File: src/rtl/cla_pkg.sv
// -----------------------------------------------------------------------------
// cla_pkg
// Shared definitions for the CLA adder and its BIST controller.
//   state_t     : BIST controller FSM states
//   CLA_W       : default adder operand width
//   golden_sum  : reference a+b+cin, returned one bit wider than the operands
//                 (callers truncate to their own W+1 bits; W must be <= 32)
// -----------------------------------------------------------------------------
package cla_pkg;

    typedef enum logic [1:0] {
        IDLE  = 2'd0,
        RUN   = 2'd1,
        DRAIN = 2'd2,
        DONE  = 2'd3
    } state_t;

    localparam int CLA_W = 4;

    function automatic logic [32:0] golden_sum(input logic [31:0] a,
                                               input logic [31:0] b,
                                               input logic        cin);
        return {1'b0, a} + {1'b0, b} + {32'd0, cin};
    endfunction

endpackage

File: src/rtl/cla_bist_delay.sv
// -----------------------------------------------------------------------------
// cla_bist_delay
// LAT-stage shift pipe carrying a valid bit alongside a data payload. It lines
// the golden result of each issued vector up with the registered adder output.
//   clk, rst   : clock, asynchronous active-high reset (clears valids only)
//   i_flush    : synchronous clear of all in-flight valids
//   i_vld/i_dat: entry of the pipe
//   o_vld/o_dat: exit of the pipe, LAT cycles after entry
// -----------------------------------------------------------------------------
module cla_bist_delay #(
    parameter int LAT = 2,
    parameter int DW  = 14
) (
    input  logic          clk,
    input  logic          rst,
    input  logic          i_flush,
    input  logic          i_vld,
    input  logic [DW-1:0] i_dat,
    output logic          o_vld,
    output logic [DW-1:0] o_dat
);

    logic [LAT-1:0] r_vld;
    logic [DW-1:0]  r_dat [LAT];

    always_ff @(posedge clk or posedge rst) begin
        if (rst) begin
            r_vld <= '0;
        end else if (i_flush) begin
            r_vld <= '0;
        end else begin
            r_vld[0] <= i_vld;
            for (int i = 1; i < LAT; i++) begin
                r_vld[i] <= r_vld[i-1];
            end
        end
    end

    // Payload is qualified by the valid bits, so it needs no reset.
    always_ff @(posedge clk) begin
        r_dat[0] <= i_dat;
        for (int i = 1; i < LAT; i++) begin
            r_dat[i] <= r_dat[i-1];
        end
    end

    assign o_vld = r_vld[LAT-1];
    assign o_dat = r_dat[LAT-1];

endmodule

File: src/rtl/cla_bist_ctrl.sv
// -----------------------------------------------------------------------------
// cla_bist_ctrl
// BIST controller for the registered CLA adder. Sweeps every {a,b,cin} vector
// into the adder, one per cycle, and checks each registered result against a
// golden sum delayed by LAT cycles.
//   clk, rst         : clock, asynchronous active-high reset
//   start            : one-cycle pulse, accepted in IDLE or DONE
//   dut_a/b/cin      : operands to the adder (held 0 outside RUN)
//   dut_s/dut_cout   : registered adder result
//   busy             : RUN or DRAIN
//   done             : level, from sweep end until the next accepted start
//   pass             : done with zero errors
//   err_count        : saturating mismatch count
//   fail_vec/fail_res: first failing {a,b,cin} and the observed {cout,s}
// Build option: define CLA_BIST_STOP_ON_FAIL_EN to end the sweep at the first
// mismatch (in-flight checks discarded).
// -----------------------------------------------------------------------------
module cla_bist_ctrl
    import cla_pkg::*;
#(
    parameter int W     = CLA_W,
    parameter int LAT   = 2,
    parameter int ERR_W = 16
) (
    input  logic             clk,
    input  logic             rst,
    input  logic             start,
    output logic [W-1:0]     dut_a,
    output logic [W-1:0]     dut_b,
    output logic             dut_cin,
    input  logic [W-1:0]     dut_s,
    input  logic             dut_cout,
    output logic             busy,
    output logic             done,
    output logic             pass,
    output logic [ERR_W-1:0] err_count,
    output logic [2*W:0]     fail_vec,
    output logic [W:0]       fail_res
);

    localparam int VW = 2*W + 1;
    localparam int RW = W + 1;
    localparam int DW = VW + RW;
    localparam int CW = (LAT > 1) ? $clog2(LAT) : 1;
    localparam logic [VW-1:0] VMAX    = '1;
    localparam logic [CW-1:0] CNT_END = CW'(LAT - 1);

    function automatic logic [ERR_W-1:0] sat_inc(input logic [ERR_W-1:0] v);
        return (&v) ? v : v + ERR_W'(1);
    endfunction

    state_t          r_state;
    state_t          w_state_nxt;
    logic            w_accept;
    logic            w_flush;
    logic [VW-1:0]   r_vec;
    logic [CW-1:0]   r_drain_cnt;
    logic [ERR_W-1:0] r_err;
    logic [VW-1:0]   r_fail_vec;
    logic [RW-1:0]   r_fail_res;

    logic [RW-1:0]   w_push_gold;
    logic            w_chk_vld;
    logic [DW-1:0]   w_chk_dat;
    logic [VW-1:0]   w_chk_vec;
    logic [RW-1:0]   w_chk_gold;
    logic [RW-1:0]   w_obs;
    logic            w_mismatch;

    // r_vec is both the sweep counter and the register driving the adder.
    assign dut_a   = r_vec[VW-1 -: W];
    assign dut_b   = r_vec[W:1];
    assign dut_cin = r_vec[0];

    assign w_push_gold = RW'(golden_sum(32'(dut_a), 32'(dut_b), dut_cin));

    // Golden result enters the pipe in the cycle its vector is on dut_*,
    // and leaves it in the cycle the adder presents the matching result.
    cla_bist_delay #(
        .LAT (LAT),
        .DW  (DW)
    ) u_delay (
        .clk     (clk),
        .rst     (rst),
        .i_flush (w_flush),
        .i_vld   (r_state == RUN),
        .i_dat   ({r_vec, w_push_gold}),
        .o_vld   (w_chk_vld),
        .o_dat   (w_chk_dat)
    );

    assign w_chk_vec  = w_chk_dat[DW-1 -: VW];
    assign w_chk_gold = w_chk_dat[RW-1:0];
    assign w_obs      = {dut_cout, dut_s};
    assign w_mismatch = w_chk_vld && (w_obs != w_chk_gold);

    always_ff @(posedge clk or posedge rst) begin
        if (rst) begin
            r_state <= IDLE;
        end else begin
            r_state <= w_state_nxt;
        end
    end

    always_comb begin
        w_state_nxt = r_state;
        w_accept    = 1'b0;
        w_flush     = 1'b0;
        case (r_state)
            IDLE, DONE: begin
                if (start) begin
                    w_state_nxt = RUN;
                    w_accept    = 1'b1;
                end
            end
            RUN: begin
                if (r_vec == VMAX) begin
                    w_state_nxt = DRAIN;
                end
            end
            DRAIN: begin
                if (r_drain_cnt == CNT_END) begin
                    w_state_nxt = DONE;
                end
            end
            default: w_state_nxt = IDLE;
        endcase
`ifdef CLA_BIST_STOP_ON_FAIL_EN
        // Abort on the first mismatch and drop whatever is still in flight,
        // so exactly one error is ever recorded.
        if (w_mismatch) begin
            w_state_nxt = DONE;
            w_flush     = 1'b1;
        end
`endif
    end

    always_ff @(posedge clk or posedge rst) begin
        if (rst) begin
            r_vec       <= '0;
            r_drain_cnt <= '0;
        end else begin
            if (w_state_nxt == RUN) begin
                r_vec <= (r_state == RUN) ? r_vec + VW'(1) : '0;
            end else begin
                r_vec <= '0;
            end
            if (r_state == DRAIN) begin
                r_drain_cnt <= r_drain_cnt + CW'(1);
            end else begin
                r_drain_cnt <= '0;
            end
        end
    end

    // err_count is zero exactly until the first mismatch of a sweep, because
    // it saturates instead of wrapping; that marks the capture point.
    always_ff @(posedge clk or posedge rst) begin
        if (rst) begin
            r_err      <= '0;
            r_fail_vec <= '0;
            r_fail_res <= '0;
        end else if (w_accept) begin
            r_err      <= '0;
            r_fail_vec <= '0;
            r_fail_res <= '0;
        end else if (w_mismatch) begin
            r_err <= sat_inc(r_err);
            if (r_err == '0) begin
                r_fail_vec <= w_chk_vec;
                r_fail_res <= w_obs;
            end
        end
    end

    assign busy      = (r_state == RUN) || (r_state == DRAIN);
    assign done      = (r_state == DONE);
    assign pass      = done && (r_err == '0);
    assign err_count = r_err;
    assign fail_vec  = r_fail_vec;
    assign fail_res  = r_fail_res;

endmodule
File: config.mk
export PLATFORM = sky130hd
export DESIGN_NAME = cla_bist_ctrl
export DESIGN_NICKNAME = d
export VERILOG_FILES = /design/src/rtl/cla_pkg.sv /design/src/rtl/cla_bist_delay.sv /design/src/rtl/cla_bist_ctrl.sv
export SDC_FILE = /design/constraint.sdc
export NUM_CORES = 1
export LEC_CHECK = 0
export ABC_CLOCK_PERIOD_IN_PS = 2000
export CORE_ASPECT_RATIO = 0.5
export CORE_MARGIN = 5
export CORE_UTILIZATION = 32
export DETAILED_ROUTE_END_ITERATION = 16
export PLACE_DENSITY = 0.53
export SLEW_MARGIN = 20
export SYNTH_ARGS = -nofsm -noshare
export SYNTH_HDL_FRONTEND = slang
export SYNTH_SLANG_ARGS = --single-unit
File: constraint.sdc
create_clock -name clk -period 2 [get_ports clk]
set_input_delay 0.4 -clock clk [delete_from_list [all_inputs] [get_ports clk]]
set_output_delay 0.4 -clock clk [all_outputs]
set_load 0.01 [all_outputs]
==> results of run 1 <==
power by group:
part           switching, µW  leakage (µW)  internal, µW  total (µW)
clock network            599      0.000146           951        1550
registers                109      0.000780          1640        1740
logic                    514       0.00103           670        1180
total                   1220       0.00195          3260        4480
critical path, cell delays in order, from the launching register on:
cell and delay [ns]:
dfrtp_2 0.44, nor4_4 0.31, buf_4 0.15, and4_4 0.22, and2_4 0.14, buf_6 0.09
logic make-up (layout without fill, tap and decap cells):
kind of cell               after synthesis  in the layout  share of synthesized area, %
adders and majority gates               13             13                          5.90
xor gates and xnor gates                14             14                          4.07
and+or+nand+nor                         91             92                          16.2
DFF                                     72             72                          55.2
muxes                                   14             14                          4.65
buffers and inverters                   30            123                          5.78
AOI/OAI and AO/OA                       39             39                          8.19
layout make-up:
type                       count  area, µm²  area share (%)
clock buffer                  12        267            6.11
multi-input combinational    172       1330            30.6
clock inverter                 4       33.8           0.775
sequential                    72       1660            38.2
inverter                      16       60.1            1.38
timing repair buffer          91        851            19.5
tap                          121        151            3.47
synth_stat cells (3+ instances only):
master     n
dfrtp_1   44
dfxtp_1   28
nor2_1    28
inv_1     16
mux2i_1   14
a21oi_1   12
nand3_1   12
ha_1      11
o21ai_1   11
xnor2_1   11
nand2_1   10
or3_1     10
buf_4      9
nand4_1    5
a21oi_2    3
clkbuf_1   3
nor2b_1    3
nor4_1     3
o21ai_0    3
o31ai_1    3
xor2_1     3
sequential cells by signal (all words and copies together), names as in the netlist:
name	cells
r_state	2
r_drain_cnt	1
fail_vec	9
r_vec	9
u_delay.r_vld	2
u_delay.r_dat	28
fail_res	5
err_count	16
repair_timing:
item	CTS	global route
pin swaps	6	10
buffers inserted	1	1
resized for setup	16	25
gates cloned	1	1
endpoints found under the setup margin	17	32
per-stage QoR:
stage	utilization, %	setup WS, ns
floorplan	-	-0.00451
global placement	41.6	-0.247
detailed placement	41.6	-0.181
CTS	45.4	-0.0764
global route	46.8	-0.139
finish	46.8	-0.0696
routing by layer:
metal | track usage, % | vias up
li1 | - | 1120
met1 | 15.5 | 1088
met3 | 4.09 | 5
met5 | 0 | -
met4 | 4.83 | 0
met2 | 20.8 | 29
worst max path at each step:
stage                   from  endpoint  slack [ns]  cells past startpoint
6_report        err_count[9]      pass       -0.07                      5
5_1_grt         err_count[9]      pass       -0.14                      5
4_1_cts        err_count[13]      pass       -0.08                      5
3_5_place_dp   err_count[14]      pass       -0.18                      5
3_3_place_gp   err_count[14]      pass       -0.25                      5
2_1_floorplan       r_vec[0]  r_vec[5]      -0.005                     10
==> flow_metrics.py, run 1 <==
metrics = {
    "run_status": {
        "status": "complete, but fails checks",
        "failed_checks": "setup timing",
    },
    "critical_path": {
        "critical_path_peak_fanout": 4,
        "cp_data_required_time_ns": 1.60,
        "worst-r2r-setup-slack_ns": 0.06,
        "startpoint_type": "flop",
        "worst_reg2reg_path_startpoint": "err_count[1]",
        "cp-end-kind": "output pin",
        "setup.worst_path.class": "reg2out",
        "worst_r2r_endpoint": "err_count[11]",
        "worst-r2r-cell-count": 8,
        "worst_ep_arrival_time_ns": 1.67,
    },
    "worst_hold_path": {
        "worst_hold_path.num_cells": 0,
        "hold-path-endpoint": "u_delay.r_dat[0][24]",
        "worstHoldPathType": "reg2reg",
        "hp-start": "u_delay.r_dat[0][10]",
    },
    "logic_synthesis": {
        "number_of_register_bits_inferred_by_synthesis": 72,
        "synth-edff-count": 0,
        "fraction_of_the_yosys_area_taken_by_sequential_cells_pct": 55.2,
        "synth.lib_cells_used.distinct": 45,
        "yosys.area.top_type_share_pct": 36.6,
        "post-synth-top-area-cell": "dfrtp_1",
        "syn-num-nets": 294,
        "postSynthCellCount": 273,
        "netlist_area_mm2": 0.00301,
        "synth_top_cells_by_area": "dfrtp_1 37%, dfxtp_1 19%, mux2i_1 4.7%",
        "postSynth.asyncResetShare_pct": 61.1,
        "yosysWarningCount": 0,
        "yosys_most_used_dff": "dfrtp_1",
        "synthesis.area_per_instance_um2": 11.0,
    },
    "timing": {
        "worst_clock_skew_ns": 0.00533,
        "setup-violations-final": 1,
        "final.period_utilization_pct": 103,
        "achievable-frequency_mhz": 483,
        "final.min_clock_period_ns": 2.07,
        "rsz_0062_raised_after_global_routing": "yes",
        "finalMaxSlewViolations": 0,
        "final.hold.worst_slack_ns": 0.323,
        "fin_tns_setup_ns": -0.0696,
        "post-route-worst-setup-slack_ns": -0.0696,
        "max-slew-margin-rel_pct": 71.8,
        "tightest_slew_ns": 0.422,
        "endpoints_failing_hold": 0,
    },
    "die": {
        "floorplan.core_area_mm2": 0.00932,
        "die_area_mm2": 0.0116,
        "num_io_pins": 50,
        "die_x_um": 147,
        "initial_utilization_pct": 32.3,
        "floorplan.rows": 25,
        "die_height_um": 78.6,
    },
    "clocking": {
        "cts_tree": "done",
        "clk-insertion-delay-late_ns": 0.33,
        "cts_hold_buf": 0,
        "clkTransAtPathRegs_ns": 0.06,
        "cts.path.max_buffers": 2,
        "cts_inserted_buffers": 9,
        "cts_max_level": 3,
        "cts_sinks": 72,
        "clock-root-buffer": "clkbuf_16",
    },
    "route": {
        "maxUsedRoutingLayer": "met4",
        "route.final.wire_length_mm": 6.77,
        "avgViaCountPerCell": 4.59,
        "wl_met1_mm": 3.17,
        "route.vias.total": 2242,
        "drc_errors": 0,
        "drt_pre_antenna_iters": 5,
        "drt.antenna.violating_nets": 0,
        "detail_route.iter0.violations": 119,
        "detail_route.wl_per_cell_um": 13.9,
        "total_met3_wirelength_after_detailed_routing_um": 265,
        "met2RoutedLength_mm": 3.26,
    },
    "grt": {
        "first_pass_grt_wire_length_mm": 11.8,
        "first_global_vias": 2372,
        "antenna_found_initial": 0,
        "grt_start_max_net_pins": 45,
        "grtUsageTotal_pct": 12.6,
        "global_route.overflow_total": 0,
    },
    "finish": {
        "finalInstanceArea_mm2": 0.00436,
        "instances_no_fill": 488,
        "final_layout_size_suffix_gt1_share_pct": 24.5,
        "most-common-layout-cells": "47 x clkdlybuf4s50_1, 42 x dfrtp_1, 37 x buf_4, 28 x dfxtp_1, 25 x nor2_1",
        "filler_cell_count": 855,
        "syn2layout_area_growth_pct": 44.8,
        "mostFrequentLayoutCell": "clkdlybuf4s50_1",
        "antennaDiodeCount": 0,
        "finish.net_count": 383,
    },
    "power_and_ir_drop": {
        "power.leakage_uw": 0.00195,
        "power_per_cell_area_mw_per_mm2": 1030,
        "power.ir.vdd_worst_v": 0.000415,
        "report.power.total_uw": 4480,
    },
    "placed_design": {
        "hpwl_mm": 4.71,
        "place.detailed.instances": 468,
        "number_of_port_buffers": 49,
        "place_congestion": 0.780,
        "detailed_place.area_mm2": 0.00387,
    },
    "run": {
        "max_cap_violations": 0,
    },
}
Note: power is estimated with default switching activity, not from simulation.
==> inputs of run 2 (changes only) <==
--- a/config.mk
+++ b/config.mk
@@ -6,10 +6,11 @@
 export NUM_CORES = 1
 export LEC_CHECK = 0
 export ABC_CLOCK_PERIOD_IN_PS = 2000
-export CORE_ASPECT_RATIO = 0.5
+export CORE_ASPECT_RATIO = 0.7
 export CORE_MARGIN = 5
 export CORE_UTILIZATION = 32
 export DETAILED_ROUTE_END_ITERATION = 16
+export GPL_TIMING_DRIVEN = 0
 export PLACE_DENSITY = 0.53
 export SLEW_MARGIN = 20
 export SYNTH_ARGS = -nofsm -noshare
==> run 2 against run 1 <==
Clock skew rose by 0.0020 ns. Design area fell by 1.9%. Global-route usage fell by 0.14 points. Clock-buffer cell count fell by 1. The run still ends with setup timing left. Highest routed layer unchanged. Combinational power fell by 5%. Sequential share of layout area rose by 0.82 points. Critical path depth rose by 1.
==> flow_metrics.py, run 2 (synthesis gave the netlist of run 1 again) <==
metrics = {
    "clocking": {
        "clock-root-buffer": "clkbuf_16",
        "cts.path.max_buffers": 2,
        "cts_sinks": 72,
        "clk-insertion-delay-late_ns": 0.33,
        "clkTransAtPathRegs_ns": 0.06,
        "cts_max_level": 3,
        "cts_hold_buf": 0,
        "cts_tree": "done",
        "cts_inserted_buffers": 9,
    },
    "critical_path": {
        "cp_data_required_time_ns": 1.60,
        "critical_path_peak_fanout": 3,
        "cp-end-kind": "output pin",
        "setup.worst_path.class": "reg2out",
        "worst_ep_arrival_time_ns": 1.66,
        "startpoint_type": "flop",
    },
    "power_and_ir_drop": {
        "switching_power_uw": 1250,
        "seq_power_share_pct": 39.8,
        "comb_power_share_pct": 24.7,
        "report.power.total_uw": 4520,
        "power.ir.vdd_worst_v": 0.000446,
        "p_sw_share_pct": 27.7,
        "power_per_cell_area_mw_per_mm2": 1060,
        "power.leakage_uw": 0.00188,
        "clockPowerShare_pct": 35.5,
        "power_report.internal_total_uw": 3270,
    },
    "timing": {
        "worst_clock_skew_ns": 0.00736,
        "max-slew-margin-rel_pct": 62.2,
        "endpoints_failing_hold": 0,
        "finalMaxSlewViolations": 0,
        "tightest_slew_ns": 0.567,
        "setup-violations-final": 1,
        "final.min_clock_period_ns": 2.06,
        "fin_tns_setup_ns": -0.0563,
        "achievable-frequency_mhz": 486,
        "final.period_utilization_pct": 103,
        "final.hold.worst_slack_ns": 0.321,
        "post-route-worst-setup-slack_ns": -0.0563,
        "rsz_0062_raised_after_global_routing": "yes",
    },
    "finish": {
        "multiInputGateArea_mm2": 0.00134,
        "antennaDiodeCount": 0,
        "final_layout_size_suffix_gt1_share_pct": 23.4,
        "mostFrequentLayoutCell": "clkdlybuf4s50_1",
        "largest-register": "u_delay.r_dat",
        "largest_register_ffs": 28,
        "filler_cell_count": 832,
        "area.sequential_mm2": 0.00167,
        "finish.utilization_pct": 47.0,
        "finish.net_count": 371,
        "syn2layout_area_growth_pct": 42.1,
        "most-common-layout-cells": "47 x clkdlybuf4s50_1, 39 x dfrtp_1, 28 x dfxtp_1, 23 x nor2_1, 22 x buf_4",
    },
    "run_status": {
        "failed_checks": "setup timing",
        "status": "complete, but fails checks",
    },
    "die": {
        "initial_utilization_pct": 33.1,
        "die_x_um": 126,
        "num_io_pins": 50,
        "floorplan.core_area_mm2": 0.00911,
        "die_height_um": 91.2,
        "floorplan.rows": 29,
        "die_area_mm2": 0.0115,
    },
    "placed_design": {
        "number_of_port_buffers": 49,
        "place_congestion": 0.778,
        "placement.setup.worst_slack_ns": -0.614,
        "hpwl_mm": 4.69,
    },
    "route": {
        "detail_route.iter0.violations": 114,
        "avgViaCountPerCell": 4.59,
        "detail_route.wl_per_cell_um": 14.2,
        "drt_pre_antenna_iters": 6,
        "drc_errors": 0,
        "route.vias.total": 2197,
        "route.final.wire_length_mm": 6.82,
        "drt.antenna.violating_nets": 0,
    },
    "grt": {
        "antenna_found_initial": 0,
        "global_route.overflow_total": 0,
        "grt_start_max_net_pins": 25,
        "first_pass_grt_wire_length_mm": 11.3,
        "first_global_vias": 2108,
        "grtUsageTotal_pct": 12.5,
    },
    "run": {
        "max_cap_violations": 0,
    },
    "worst_hold_path": {
        "worstHoldPathType": "reg2reg",
    },
}
-- run 2: cell count changes in the layout (fill, tap and decap cells not counted), moves of 3 or more --
cell,before,now
dfrtp_1,42,39
nor2_2,3,6
buf_4,37,22
clkbuf_8,3,0
dfrtp_2,2,5
-- run 2: critical path: stages, from the launching register on --
cell     delay, ns
dfrtp_2       0.42
inv_2         0.09
ha_4          0.13
nor4b_4       0.18
and4_4        0.27
and2_1        0.12
buf_2         0.12
-- run 2: worst paths after layout --
| kind | start | to | slack (ns) | cells after the start |
|---|---|---|---|---|
| max | err_count[1] | pass | -0.06 | 6 |
| min | u_delay.r_dat[0][11] | u_delay.r_dat[0][25] | 0.32 | 0 |
| max reg2reg | err_count[0] | err_count[0] | 0.03 | 9 |
| min reg2reg | u_delay.r_dat[0][11] | u_delay.r_dat[0][25] | 0.32 | 0 |
| max in group asynchronous | rst | err_count[1] | 1.07 | 3 |
| min in group asynchronous | rst | fail_res[4] | 0.42 | 2 |
-- run 2: metal layers --
layer / up-vias / track usage, % / share of wire (%) / wire, µm
li1: 1105 / - / - / -
met1: 1023 / 18.0 / 52 / 3530
met2: 58 / 17.3 / 41 / 2810
met3: 11 / 3.75 / 5.3 / 364
met4: 0 / 5.36 / 1.7 / 118
met5: - / 0 / 0 / 0
-- run 2: per-stage QoR --
step,cells,cell area (µm²)
global placement,446,3660
finish,479,4280
detailed placement,447,3680
global route,479,4280
CTS,477,4170
floorplan,273,3020
-- run 2: what timing repair did --
| action | 4_1_cts | 5_1_grt |
|---|---|---|
| pin swaps | 7 | 2 |
| setup endpoints to repair | 39 | 39 |
| buffers inserted | 13 | 2 |
| gates cloned | 1 | 0 |
| resized for setup | 24 | 22 |
-- run 2: power by group through the flow --
stage	Sequential [µW]	Combinational (µW)	Clock (µW)
after global placement	1840	929	0
after detailed placement	1850	945	0
after floorplan	1890	384	0
after global routing	1830	1210	1700
final	1800	1120	1600
after CTS	1800	1070	1650
-- run 2: cell type report --
class	count	area share, %
Sequential cell	72	39.0
Multi-Input combinational cell	172	31.2
Timing Repair Buffer	65	14.8
Clock buffer	11	6.43
Tap cell	124	3.63
Buffer	14	2.72
Inverter	16	1.40
Clock inverter	5	0.819
